`src/rtl/mips_pkg.sv`:
```
// Shared definitions for the MIPS core memory-side blocks: arbiter FSM states,
// requester owner encoding and the datapath word width.
package mips_pkg;

    localparam int WORD_W = 32;

    typedef enum logic [1:0] {
        IDLE   = 2'd0,
        ACCESS = 2'd1,
        WAIT   = 2'd2,
        RESP   = 2'd3
    } arb_state_t;

    typedef enum logic {
        OWN_IF = 1'b0,
        OWN_D  = 1'b1
    } owner_t;

endpackage

```
`src/rtl/mem_arb_sel.sv`:
```
// Winner select between fetch and data requests, with the starvation counter
// that hands fetch the grant after STARVE_MAX consecutive losses.
module mem_arb_sel
    import mips_pkg::*;
#(
    parameter int STARVE_MAX = 3
) (
    input  logic   clk1,
    input  logic   rst,
    input  logic   arb_en,
    input  logic   if_req,
    input  logic   d_req,
    output logic   grant_valid,
    output owner_t grant_owner
);

    logic [2:0] starve_cnt;

    always_comb begin
        grant_valid = arb_en && (if_req || d_req);
        grant_owner = OWN_D;
        if (if_req && (!d_req || (starve_cnt == 3'(STARVE_MAX)))) begin
            grant_owner = OWN_IF;
        end
    end

    // Only a lost fetch (both requesting, data wins) counts as starvation.
    always_ff @(posedge clk1) begin
        if (rst) begin
            starve_cnt <= '0;
        end else if (grant_valid) begin
            if (grant_owner == OWN_IF) begin
                starve_cnt <= '0;
            end else if (if_req) begin
                starve_cnt <= starve_cnt + 3'd1;
            end
        end
    end

endmodule

```
`src/rtl/mem_port_arbiter.sv`:
```
// Single-port memory sequencer shared by instruction fetch and load/store,
// one access in flight, all outputs registered.
module mem_port_arbiter
    import mips_pkg::*;
#(
    parameter int WORD_AW    = 13,
    parameter int MEM_LAT    = 1,
    parameter int STARVE_MAX = 3
) (
    input  logic               clk1,
    input  logic               rst,
    input  logic               if_req,
    input  logic [WORD_W-1:0]  if_addr,
    output logic               if_ack,
    output logic [WORD_W-1:0]  if_rdata,
    input  logic               d_req,
    input  logic               d_we,
    input  logic [WORD_W-1:0]  d_addr,
    input  logic [WORD_W-1:0]  d_wdata,
    output logic               d_ack,
    output logic [WORD_W-1:0]  d_rdata,
    output logic               mem_en,
    output logic               mem_we,
    output logic [WORD_AW-1:0] mem_addr,
    output logic [WORD_W-1:0]  mem_wdata,
    input  logic [WORD_W-1:0]  mem_rdata,
    output logic               busy
);

    arb_state_t state;
    owner_t     owner;
    logic       lat_we;
    logic [1:0] lat_cnt;
    logic       grant_valid;
    owner_t     grant_owner;

    // Byte offset and the bits above the memory size are deliberately dropped.
    logic unused_addr_bits;
    assign unused_addr_bits = ^{if_addr[WORD_W-1:WORD_AW+2], if_addr[1:0],
                                d_addr[WORD_W-1:WORD_AW+2], d_addr[1:0]};

    mem_arb_sel #(
        .STARVE_MAX (STARVE_MAX)
    ) u_sel (
        .clk1        (clk1),
        .rst         (rst),
        .arb_en      (state == IDLE),
        .if_req      (if_req),
        .d_req       (d_req),
        .grant_valid (grant_valid),
        .grant_owner (grant_owner)
    );

    // The mem_* registers double as the request latch so the macro sees
    // stable registered signals for the whole access.
    always_ff @(posedge clk1) begin
        if (rst) begin
            state     <= IDLE;
            owner     <= OWN_IF;
            lat_we    <= 1'b0;
            lat_cnt   <= '0;
            mem_en    <= 1'b0;
            mem_we    <= 1'b0;
            mem_addr  <= '0;
            mem_wdata <= '0;
            if_ack    <= 1'b0;
            d_ack     <= 1'b0;
            if_rdata  <= '0;
            d_rdata   <= '0;
            busy      <= 1'b0;
        end else begin
            mem_en <= 1'b0;
            if_ack <= 1'b0;
            d_ack  <= 1'b0;
            case (state)
                IDLE: begin
                    if (grant_valid) begin
                        owner  <= grant_owner;
                        mem_en <= 1'b1;
                        busy   <= 1'b1;
                        state  <= ACCESS;
                        if (grant_owner == OWN_IF) begin
                            mem_addr <= if_addr[WORD_AW+1:2];
                            mem_we   <= 1'b0;
                            lat_we   <= 1'b0;
                        end else begin
                            mem_addr  <= d_addr[WORD_AW+1:2];
                            mem_we    <= d_we;
                            lat_we    <= d_we;
                            mem_wdata <= d_wdata;
                        end
                    end
                end
                ACCESS: begin
                    mem_we  <= 1'b0;
                    lat_cnt <= 2'(MEM_LAT - 1);
                    state   <= WAIT;
                end
                WAIT: begin
                    if (lat_cnt == 2'd0) begin
                        state <= RESP;
                        if (owner == OWN_IF) begin
                            if_ack   <= 1'b1;
                            if_rdata <= mem_rdata;
                        end else begin
                            d_ack <= 1'b1;
                            if (!lat_we) begin
                                d_rdata <= mem_rdata;
                            end
                        end
                    end else begin
                        lat_cnt <= lat_cnt - 2'd1;
                    end
                end
                RESP: begin
                    busy  <= 1'b0;
                    state <= IDLE;
                end
                default: state <= IDLE;
            endcase
        end
    end

endmodule

```
`config.mk`:
```
export PLATFORM = sky130hd
export DESIGN_NAME = mem_port_arbiter
export DESIGN_NICKNAME = d
export VERILOG_FILES = /design/src/rtl/mips_pkg.sv /design/src/rtl/mem_arb_sel.sv /design/src/rtl/mem_port_arbiter.sv
export SDC_FILE = /design/constraint.sdc
export NUM_CORES = 1
export LEC_CHECK = 0
export BUFFER_PORTS_ARGS = -buffer_cell sky130_fd_sc_hd__buf_2
export CORE_UTILIZATION = 48
export DETAILED_ROUTE_END_ITERATION = 6
export GPL_TIMING_DRIVEN = 0
export PLACE_DENSITY = 0.85
export SLEW_MARGIN = 20
export SYNTH_ARGS = -nofsm -noshare
export SYNTH_HDL_FRONTEND = slang
export SYNTH_HIERARCHICAL = 1
export SYNTH_SLANG_ARGS = --single-unit
```
`constraint.sdc`:
```
create_clock -name clk1 -period 3.65 [get_ports clk1]
set_input_delay 0.5475 -clock clk1 [delete_from_list [all_inputs] [get_ports clk1]]
set_output_delay 0.5475 -clock clk1 [all_outputs]
set_load 0.02 [all_outputs]
```
==> flow_summary.json, run 1 <==
{
  "drc": 0,
  "drt_iter0_markers": 153,
  "finalHoldViolCount": 0,
  "ys_top_cells_by_area": "dfxtp_1 53%, nand2_1 16%, a21oi_1 11%",
  "cts_root_buf": "clkbuf_8",
  "cts_tree": "yes",
  "initial_utilization": 0.501,
  "crit_chain": "inv_1, ha_1, o21a_1, buf_4, and2_1, buf_6, buf_6, nor2_1, a211oi_1",
  "clock.fmax_mhz": 495,
  "drv_slew": 0,
  "cts_sinks": 123,
  "synth.distinct_cells": 33,
  "avgRoutedWirePerCell_um": 13.9,
  "worstPathMaxFanout": 10,
  "numCtsBuffers": 17,
  "rsz0062_at_grt": "no",
  "vias_per_cell": 5.02,
  "ctsHoldBuffers": 0,
  "drive_gt1_frac": 0.331,
  "clkPwrFrac": 0.361,
  "antenna_found_initial": 0,
  "power_mw": 5.09,
  "fin_nets": 930,
  "hpwlAfterDp_um": 9590,
  "path_clk_slew_ps": 60,
  "antenna_cells": 0,
  "grt_max_degree": 17,
  "period_needed_ps": 2020,
  "clock_latency_ps": 510,
  "postSynthAreaPerCell_sq_um": 8.33,
  "die_h_um": 101,
  "yosysMostFrequentCell": "nand2_1",
  "cp_common_cell": "buf_6",
  "p_seq_frac": 0.348,
  "p_per_area_mw_per_mm2": 779,
  "fin_crit_sh": 0.554,
  "routed-via-count": 4668,
  "antenna_left": 0,
  "fp.dieArea_sq_mm": 0.0101,
  "async_flop_share": 0,
  "overflow": 0,
  "nFillCells": 755,
  "io_pins": 247,
  "crit_family": "buffers and inverters",
  "synth_area_sq_mm": 0.00467,
  "synthTopCellsByCount": "197 x nand2_1, 123 x dfxtp_1, 99 x a21oi_1, 17 x mux2i_1, 17 x nor2_1",
  "maxSlewHeadroom": 0.624,
  "yosysTopAreaCell": "dfxtp_1",
  "worstMarginPinSlew_ps": 563,
  "fin_ws_ps": 1630,
  "ys.warnings.count": 6,
  "port_buffers": 208,
  "cpPeakStageDelay_ps": 390,
  "grt_pass1_wl_um": 20300,
  "power.internal_mw": 3.36,
  "die_x_um": 101,
  "coreArea_sq_mm": 0.00933,
  "hold_class": "input pin to flop",
  "p_sw_frac": 0.340,
  "irDropWorstVdd_mv": 0.485,
  "synth_top_area_frac": 0.527,
  "tns_ps": 0,
  "synth_seq_cells": 123,
  "combPwrFrac": 0.291,
  "cts-resized-gates": 0,
  "gr-usage-all-layers": 0.259,
  "synthesis.nets": 703,
  "cap_violations": 0,
  "status": "finished clean",
  "synthFlopType": "dfxtp_1",
  "grt_pass1_vias": 4438,
  "post_cts_buffers": 0,
  "synth_edf_count": 0,
  "startpoint_type": "flop",
  "crit_buf_inv": 4,
  "globalplace.congestion": 0.804,
  "skew_ps": 13.1,
  "setup_viol": 0,
  "crit_path_end_kind": "flop",
  "p_switching_mw": 1.73,
  "firstDrtPassIters": 4,
  "synthCells": 561,
  "cp_slowest_cell": "ha_1",
  "crit_type": "flop to flop",
  "dpl_worst_slack_ps": 1650,
  "ys_seq_area_frac": 0.527,
  "h-tree-depth": 4,
  "rows": 35,
  "max-clock-path-buffers": 2,
  "syn_to_final_growth_pct": 39.6,
  "worstPathRequired_ps": 4060,
  "drt-total-wl_um": 13000,
  "cp.arrival_ps": 2430,
  "total_leakage_power_nw": 3.03
}
-- cell type report --
| class | instances | area, sq um | area share |
|---|---|---|---|
| timing repair buffer | 208 | 1040 | 0.160 |
| tap | 129 | 161 | 0.0247 |
| buffer | 42 | 243 | 0.0372 |
| inverter | 7 | 26.3 | 0.00403 |
| clock buffer | 18 | 418 | 0.0640 |
| clock inverter | 14 | 230 | 0.0353 |
| sequential | 123 | 2460 | 0.377 |
| multi-input combinational | 389 | 1940 | 0.298 |
-- layer usage --
| metal | up-vias | global-route usage | part of all wire |
|---|---|---|---|
| li1 | 2307 | - | - |
| met1 | 2162 | 0.283 | 0.41 |
| met2 | 179 | 0.465 | 0.51 |
| met3 | 20 | 0.0804 | 0.066 |
| met4 | 0 | 0.109 | 0.020 |
| met5 | - | 0 | 0 |
-- through the flow --
stage / util / instance area, sq um / hold slack, ps / instances
2_1_floorplan: - / 4670 / 440 / 561
3_3_place_gp: 0.630 / 5880 / 439 / 898
3_5_place_dp: 0.630 / 5880 / 445 / 898
4_1_cts: 0.700 / 6530 / 259 / 930
5_1_grt: 0.700 / 6530 / 252 / 930
6_report: 0.700 / 6530 / 277 / 930
-- registers in the layout (all words and copies together) (netlist names) --
| register | count |
|---|---|
| d_rdata | 32 |
| busy | 1 |
| mem_en | 1 |
| u_sel/starve_cnt | 3 |
| mem_we | 1 |
| lat_cnt | 2 |
| state | 2 |
| d_ack | 1 |
| mem_addr | 13 |
| if_rdata | 32 |
| lat_we | 1 |
| mem_wdata | 32 |
| if_ack | 1 |
| owner | 1 |
-- final timing paths --
kind,startpoint,endpoint,slack (ps),cells after the start
max,state[0]$_SDFFE_PP0P_,mem_addr[10]$_SDFFE_PP0P_,1630,9
min,d_wdata[4],mem_wdata[4]$_SDFFE_PP0P_,280,3
max reg2reg,state[0]$_SDFFE_PP0P_,mem_addr[10]$_SDFFE_PP0P_,1630,9
min reg2reg,if_rdata[16]$_SDFFE_PP0P_,if_rdata[16]$_SDFFE_PP0P_,450,2
-- logic make-up after synthesis --
group	share of synthesized area
AOI/OAI and AO/OA	0.142
and+or+nand+nor	0.214
adders and majority gates	0.0241
DFF	0.527
muxes	0.0364
buffers and inverters	0.0575
-- worst min-delay path, cell delays in order --
cell and delay, ps:
buf_2 100, nand2_1 50, a21oi_1 50
-- power groups by stage --
stage	clock [mW]	sequential [mW]	combinational (mW)
CTS	1.86	1.77	1.49
finish	1.84	1.77	1.48
detailed placement	0	1.79	1.47
global placement	0	1.77	1.43
floorplan	0	2.10	0.670
global route	1.93	1.80	1.62
-- layout by cell type (no fill, tap or decap), types with 7 or more instances in the layout --
cell type and instances:
buf_2 222, nand2_1 197, dfxtp_1 123, a21oi_1 99, mux2i_1 17, nor2_1 17, clkbuf_16 16, clkbuf_1 15
a211oi_1 13, ha_1 9, inv_1 7
(Power assumes the default switching activity.)
==> run 2: changes to the inputs <==
- CORE_UTILIZATION: 48 -> 45
- PLACE_DENSITY: 0.85 -> 0.8
- clock period: 3.65 -> 2.05 ns (I/O delays scaled with it)
==> run 2 against run 1 <==
  * Fmax is 8.3% higher
  * Clock power is 65% higher
  * Clock skew is 10 ps lower
  * Count of clock-buffer cells in the layout is 4 higher
  * Hold slack worse by 240 ps
  * Critical path type unchanged
  * Critical endpoint is now mem_wdata[30]$_SDFFE_PP0P_
==> flow_summary.json, run 2 (synthesized netlist as in run 1, its figures left out) <==
{
  "numCtsBuffers": 17,
  "grt_pass1_vias": 4510,
  "vias_per_cell": 5.00,
  "max-clock-path-buffers": 2,
  "clock_latency_ps": 510,
  "h-tree-depth": 4,
  "io_pins": 247,
  "antenna_left": 0,
  "layout.area.seq_sq_mm": 0.00246,
  "final_util": 0.657,
  "finalHoldViolCount": 0,
  "worstPathRequired_ps": 2480,
  "fin_crit_sh": 0.911,
  "path_clk_slew_ps": 60,
  "status": "finished clean",
  "top_regs": "d_rdata (32), if_rdata (32), mem_wdata (32)",
  "cap_violations": 0,
  "rsz0062_at_grt": "no",
  "syn_to_final_growth_pct": 39.2,
  "drc": 0,
  "placed_cell_area_sq_mm": 0.00588,
  "gr-usage-all-layers": 0.236,
  "multi_input_area_sq_mm": 0.00196,
  "die_h_um": 104,
  "cp.arrival_ps": 2300,
  "irDropWorstVdd_mv": 1.01,
  "post_cts_buffers": 0,
  "rows": 36,
  "startpoint_type": "flop",
  "grt_max_degree": 17,
  "fin_nets": 930,
  "worstPathMaxFanout": 10,
  "nFillCells": 819,
  "routed-via-count": 4671,
  "dpl_worst_slack_ps": 64.3,
  "globalplace.congestion": 0.837,
  "most-common-layout-cells": "222 x buf_2, 197 x nand2_1, 123 x dfxtp_1, 99 x a21oi_1",
  "tns_ps": 0,
  "firstDrtPassIters": 5,
  "fin_ws_ps": 183,
  "worstMarginPinSlew_ps": 518,
  "drt_iter0_markers": 183,
  "die_x_um": 104,
  "crit_type": "flop to flop",
  "antenna_cells": 0,
  "antenna_found_initial": 0,
  "p_per_area_mw_per_mm2": 1360,
  "total_leakage_power_nw": 3.01,
  "cts_sinks": 123,
  "period_needed_ps": 1870,
  "power_mw": 8.83,
  "drive_gt1_frac": 0.333,
  "clock.fmax_mhz": 536,
  "cts_root_buf": "clkbuf_8",
  "skew_ps": 2.81,
  "hold_class": "input pin to flop",
  "fin_area_sq_mm": 0.00651,
  "fp.dieArea_sq_mm": 0.0108,
  "drv_slew": 0,
  "hpwlAfterDp_um": 9580,
  "timing.hold.ws_ps": 37.0,
  "drt-total-wl_um": 12900,
  "overflow": 0,
  "port_buffers": 208,
  "dp.cells": 902,
  "setup_viol": 0,
  "crit_path_end_kind": "flop",
  "avgRoutedWirePerCell_um": 13.8,
  "cts_tree": "yes",
  "fin_cells": 934,
  "grt_pass1_wl_um": 20600,
  "maxSlewHeadroom": 0.654,
  "coreArea_sq_mm": 0.00991,
  "mostFrequentLayoutCell": "buf_2",
  "initial_utilization": 0.472
}
[run 2: cell count changes in the layout (fill, tap and decap cells not counted), sizes merged]
cell	previous run	this run
clkbuf	32	36
clkinv	2	3
bufinv	5	3
inv	14	7
clkinvlp	0	4
[run 2: final timing paths]
check	slack, ps	end	depth (start not counted)	startpoint
max	180	mem_wdata[30]$_SDFFE_PP0P_	9	u_sel/starve_cnt[0]$_SDFFE_PP0P_
min	40	mem_wdata[2]$_SDFFE_PP0P_	3	d_wdata[2]
max reg2reg	180	mem_wdata[30]$_SDFFE_PP0P_	9	u_sel/starve_cnt[0]$_SDFFE_PP0P_
min reg2reg	450	if_rdata[0]$_SDFFE_PP0P_	2	if_rdata[0]$_SDFFE_PP0P_
[run 2: repair_timing]
action                     4_1_cts  5_1_grt
resized for setup                0        4
hold buffers                     0        0
setup endpoints to repair        0       39
[run 2: area by class of cell]
| class | count | area share |
|---|---|---|
| sequential | 123 | 0.378 |
| multi-input combinational | 389 | 0.301 |
| timing repair buffer | 208 | 0.160 |
| clock buffer | 22 | 0.0727 |
| buffer | 42 | 0.0375 |
| tap | 133 | 0.0256 |
| clock inverter | 10 | 0.0213 |
| inverter | 7 | 0.00404 |
[run 2: metal layers]
layer,track usage,up-vias,share of wire
li1,-,2302,-
met4,0.108,0,0.026
met1,0.266,2153,0.41
met5,0,-,0
met3,0.0721,29,0.063
met2,0.410,187,0.50
[run 2: power by group]
group	internal, mW	switching (mW)
registers	2.89	0.260
logic	0.976	1.68
clock network	1.98	1.06
[run 2: worst max-delay path: stages (launching register included)]
cell     delay [ps]
dfxtp_1         330
ha_1            210
ha_1            210
o21ai_0         150
buf_4           220
and3_1          160
buf_2           160
buf_6           160
nand2_1          60
a21oi_1         140
==> run 3: changes to the inputs <==
--- a/config.mk
+++ b/config.mk
@@ -9,9 +9,7 @@
 export CORE_UTILIZATION = 45
 export DETAILED_ROUTE_END_ITERATION = 6
-export GPL_TIMING_DRIVEN = 0
-export PLACE_DENSITY = 0.8
+export PLACE_DENSITY = 0.79
 export SLEW_MARGIN = 20
 export SYNTH_ARGS = -nofsm -noshare
 export SYNTH_HDL_FRONTEND = slang
-export SYNTH_HIERARCHICAL = 1
 export SYNTH_SLANG_ARGS = --single-unit
==> constraint.sdc (replaced) <==
create_clock -name clk1 -period 2.05 [get_ports clk1]
set_input_delay 0.1025 -clock clk1 [delete_from_list [all_inputs] [get_ports clk1]]
set_output_delay 0.1025 -clock clk1 [all_outputs]
set_load 0.02 [all_outputs]
==> run 3 against run 2 <==
  * Setup slack worse by 20 ps
  * Hold slack better by 61 ps
  * Power decreased by 6.3%
  * Synthesized cell count rose by 3.2%
  * Critical path type unchanged
  * Non-clock buffer count grew 59
==> flow_summary.json, run 3 <==
{
  "hpwlAfterDp_um": 8490,
  "antenna_found_initial": 0,
  "worstPathRequired_ps": 2460,
  "power_mw": 8.27,
  "h-tree-depth": 4,
  "top_regs": "d_rdata (32), if_rdata (32), mem_wdata (32)",
  "synth_area_sq_mm": 0.00483,
  "rows": 37,
  "crit_family": "simple AND/OR/NAND/NOR gates",
  "coreArea_sq_mm": 0.0104,
  "hp-start": "if_req",
  "async_flop_share": 0,
  "avgRoutedWirePerCell_um": 15.2,
  "globalplace.congestion": 0.769,
  "cp.arrival_ps": 2300,
  "holdPathEnd": "mem_addr[11]$_SDFFE_PP0P_",
  "most-common-layout-cells": "207 x buf_2, 136 x nand2_1, 123 x dfxtp_1, 102 x a21oi_1, 92 x dlygate4sd3_1",
  "power.internal_mw": 5.48,
  "finalHoldViolCount": 0,
  "synthesis.nets": 720,
  "tns_ps": 0,
  "drc": 0,
  "status": "finished clean",
  "drive_gt1_frac": 0.291,
  "initial_utilization": 0.465,
  "drt-total-wl_um": 15300,
  "period_needed_ps": 1890,
  "cts_tree": "yes",
  "crit_path_end_kind": "flop",
  "die_h_um": 106,
  "timing.rr.start": "u_sel.starve_cnt[0]$_SDFFE_PP0P_",
  "max-clock-path-buffers": 2,
  "path_clk_slew_ps": 60,
  "layout.area.seq_sq_mm": 0.00246,
  "ys_seq_area_frac": 0.510,
  "multi_input_area_sq_mm": 0.00210,
  "antenna_cells": 0,
  "synth_top_area_frac": 0.510,
  "worstMarginPinSlew_ps": 777,
  "drv_slew": 0,
  "cts-resized-gates": 0,
  "worstPathMaxFanout": 43,
  "synth_seq_cells": 123,
  "p_sw_frac": 0.337,
  "grt_pass1_wl_um": 24400,
  "fin_crit_sh": 0.920,
  "clock.fmax_mhz": 530,
  "crit_chain": "ha_1, ha_1, and2_4, buf_4, or3b_1, a21oi_1",
  "dpl_worst_slack_ps": 253,
  "syn_to_final_growth_pct": 53.0,
  "fp.dieArea_sq_mm": 0.0111,
  "cts_sinks": 123,
  "yosysMostFrequentCell": "nand2_1",
  "skew_ps": 5.59,
  "ys.warnings.count": 0,
  "cap_violations": 0,
  "synth_edf_count": 0,
  "r2r_slack_ps": 160,
  "hold_depth": 3,
  "p_seq_frac": 0.364,
  "combPwrFrac": 0.295,
  "reg2reg_to": "mem_wdata[4]$_SDFFE_PP0P_",
  "synthCells": 579,
  "irDropWorstVdd_mv": 0.569,
  "yosysTopAreaCell": "dfxtp_1",
  "antenna_left": 0,
  "gr-usage-all-layers": 0.276,
  "postSynthAreaPerCell_sq_um": 8.34,
  "fin_nets": 997,
  "cpPeakStageDelay_ps": 380,
  "routed-via-count": 5272,
  "ff2ff_path_depth": 6,
  "mostFrequentLayoutCell": "buf_2",
  "total_leakage_power_nw": 3.23,
  "synthTopCellsByCount": "136 x nand2_1, 123 x dfxtp_1, 102 x a21oi_1, 47 x o21ai_0",
  "rsz0062_at_grt": "no",
  "p_switching_mw": 2.79,
  "crit_buf_inv": 1,
  "grt_pass1_vias": 5266,
  "maxSlewHeadroom": 0.482,
  "clkPwrFrac": 0.341,
  "die_x_um": 106,
  "overflow": 0,
  "startpoint_type": "flop",
  "hold_class": "input pin to flop",
  "grt_max_degree": 73,
  "nFillCells": 770,
  "port_buffers": 208,
  "setup_viol": 0,
  "io_pins": 247,
  "cts_root_buf": "clkbuf_8",
  "synthFlopType": "dfxtp_1",
  "ys_top_cells_by_area": "dfxtp_1 51%, a21oi_1 11%, nand2_1 11%",
  "numCtsBuffers": 17,
  "drt_iter0_markers": 369,
  "fin_ws_ps": 164,
  "crit_type": "flop to flop",
  "vias_per_cell": 5.25,
  "synth.distinct_cells": 39,
  "p_per_area_mw_per_mm2": 1120,
  "clock_latency_ps": 500,
  "cp_common_cell": "ha_1",
  "firstDrtPassIters": 6,
  "cp_slowest_cell": "or3b_1"
}
[run 3: changes by cell type after synthesis, sizes merged, moves of 12 or more]
cell / before / now
nand2: 197 / 137
a211oi: 13 / 1
clkbuf: 14 / 33
a311oi: 0 / 13
o21ai: 4 / 47
mux2i: 17 / 0
or3b: 0 / 34
[run 3: routing by layer]
layer / track usage / wire, um / up-vias
met5: 0 / 0 / -
met4: 0.119 / 348 / 0
met3: 0.0829 / 1200 / 47
met2: 0.494 / 7770 / 269
met1: 0.300 / 5960 / 2426
li1: - / - / 2530
[run 3: tightest hold or removal path, stage by stage]
cell      delay, ps
buf_2           240
nand3_1         120
a311oi_1         80
[run 3: area by class of cell]
cell class                 count  share of cell area
tap                          136              0.0230
timing repair buffer         309               0.279
inverter                       6             0.00305
sequential                   123               0.333
clock buffer                  20              0.0603
clock inverter                12              0.0166
multi-input combinational    399               0.285
[run 3: logic make-up (layout without fill, tap and decap cells)]
family	count (synthesis)	after routing	synth area share
AND/OR/NAND/NOR	223	223	0.226
AO/OA/AOI/OAI	168	168	0.189
flip-flops	123	123	0.510
buffers and inverters	57	347	0.0539
adder cells (fa/ha/maj)	8	8	0.0207
[run 3: power by group through the flow]
stage / registers (mW) / clock network [mW] / logic [mW]
detailed placement: 3.04 / 0 / 2.25
CTS: 3.00 / 2.86 / 2.39
floorplan: 3.49 / 0 / 1.11
global placement: 3.02 / 0 / 2.18
finish: 3.01 / 2.82 / 2.44
global route: 3.05 / 2.97 / 2.66
[run 3: metrics by stage]
stage | hold WS (ps) | std cells | area, sq um | util
6_report | 98.5 | 1005 | 7380 | 0.712
3_3_place_gp | 355 | 881 | 5900 | 0.569
2_1_floorplan | 239 | 579 | 4830 | -
3_5_place_dp | 360 | 881 | 5900 | 0.569
4_1_cts | 57.2 | 1005 | 7380 | 0.712
5_1_grt | 95.6 | 1005 | 7380 | 0.712
[run 3: worst max-delay path by stage]
| stage | start | end | slack, ps | cells after the start |
|---|---|---|---|---|
| 6_report | u_sel.starve_cnt[0]$_SDFFE_PP0P_ | mem_wdata[4]$_SDFFE_PP0P_ | 160 | 6 |
| 5_1_grt | u_sel.starve_cnt[0]$_SDFFE_PP0P_ | mem_wdata[0]$_SDFFE_PP0P_ | 70 | 6 |
| 4_1_cts | u_sel.starve_cnt[0]$_SDFFE_PP0P_ | mem_wdata[26]$_SDFFE_PP0P_ | 240 | 6 |
| 3_5_place_dp | u_sel.starve_cnt[0]$_SDFFE_PP0P_ | mem_wdata[8]$_SDFFE_PP0P_ | 250 | 6 |
| 3_3_place_gp | u_sel.starve_cnt[0]$_SDFFE_PP0P_ | mem_wdata[26]$_SDFFE_PP0P_ | 340 | 6 |
| 2_1_floorplan | u_sel.starve_cnt[0]$_SDFFE_PP0P_ | mem_we$_SDFFE_PP0P_ | 380 | 6 |
[run 3: repair_timing]
| action | in CTS | in global routing |
|---|---|---|
| endpoints found under the hold margin | 111 | 0 |
| hold buffers | 92 | 0 |
| buffers inserted | 0 | 0 |
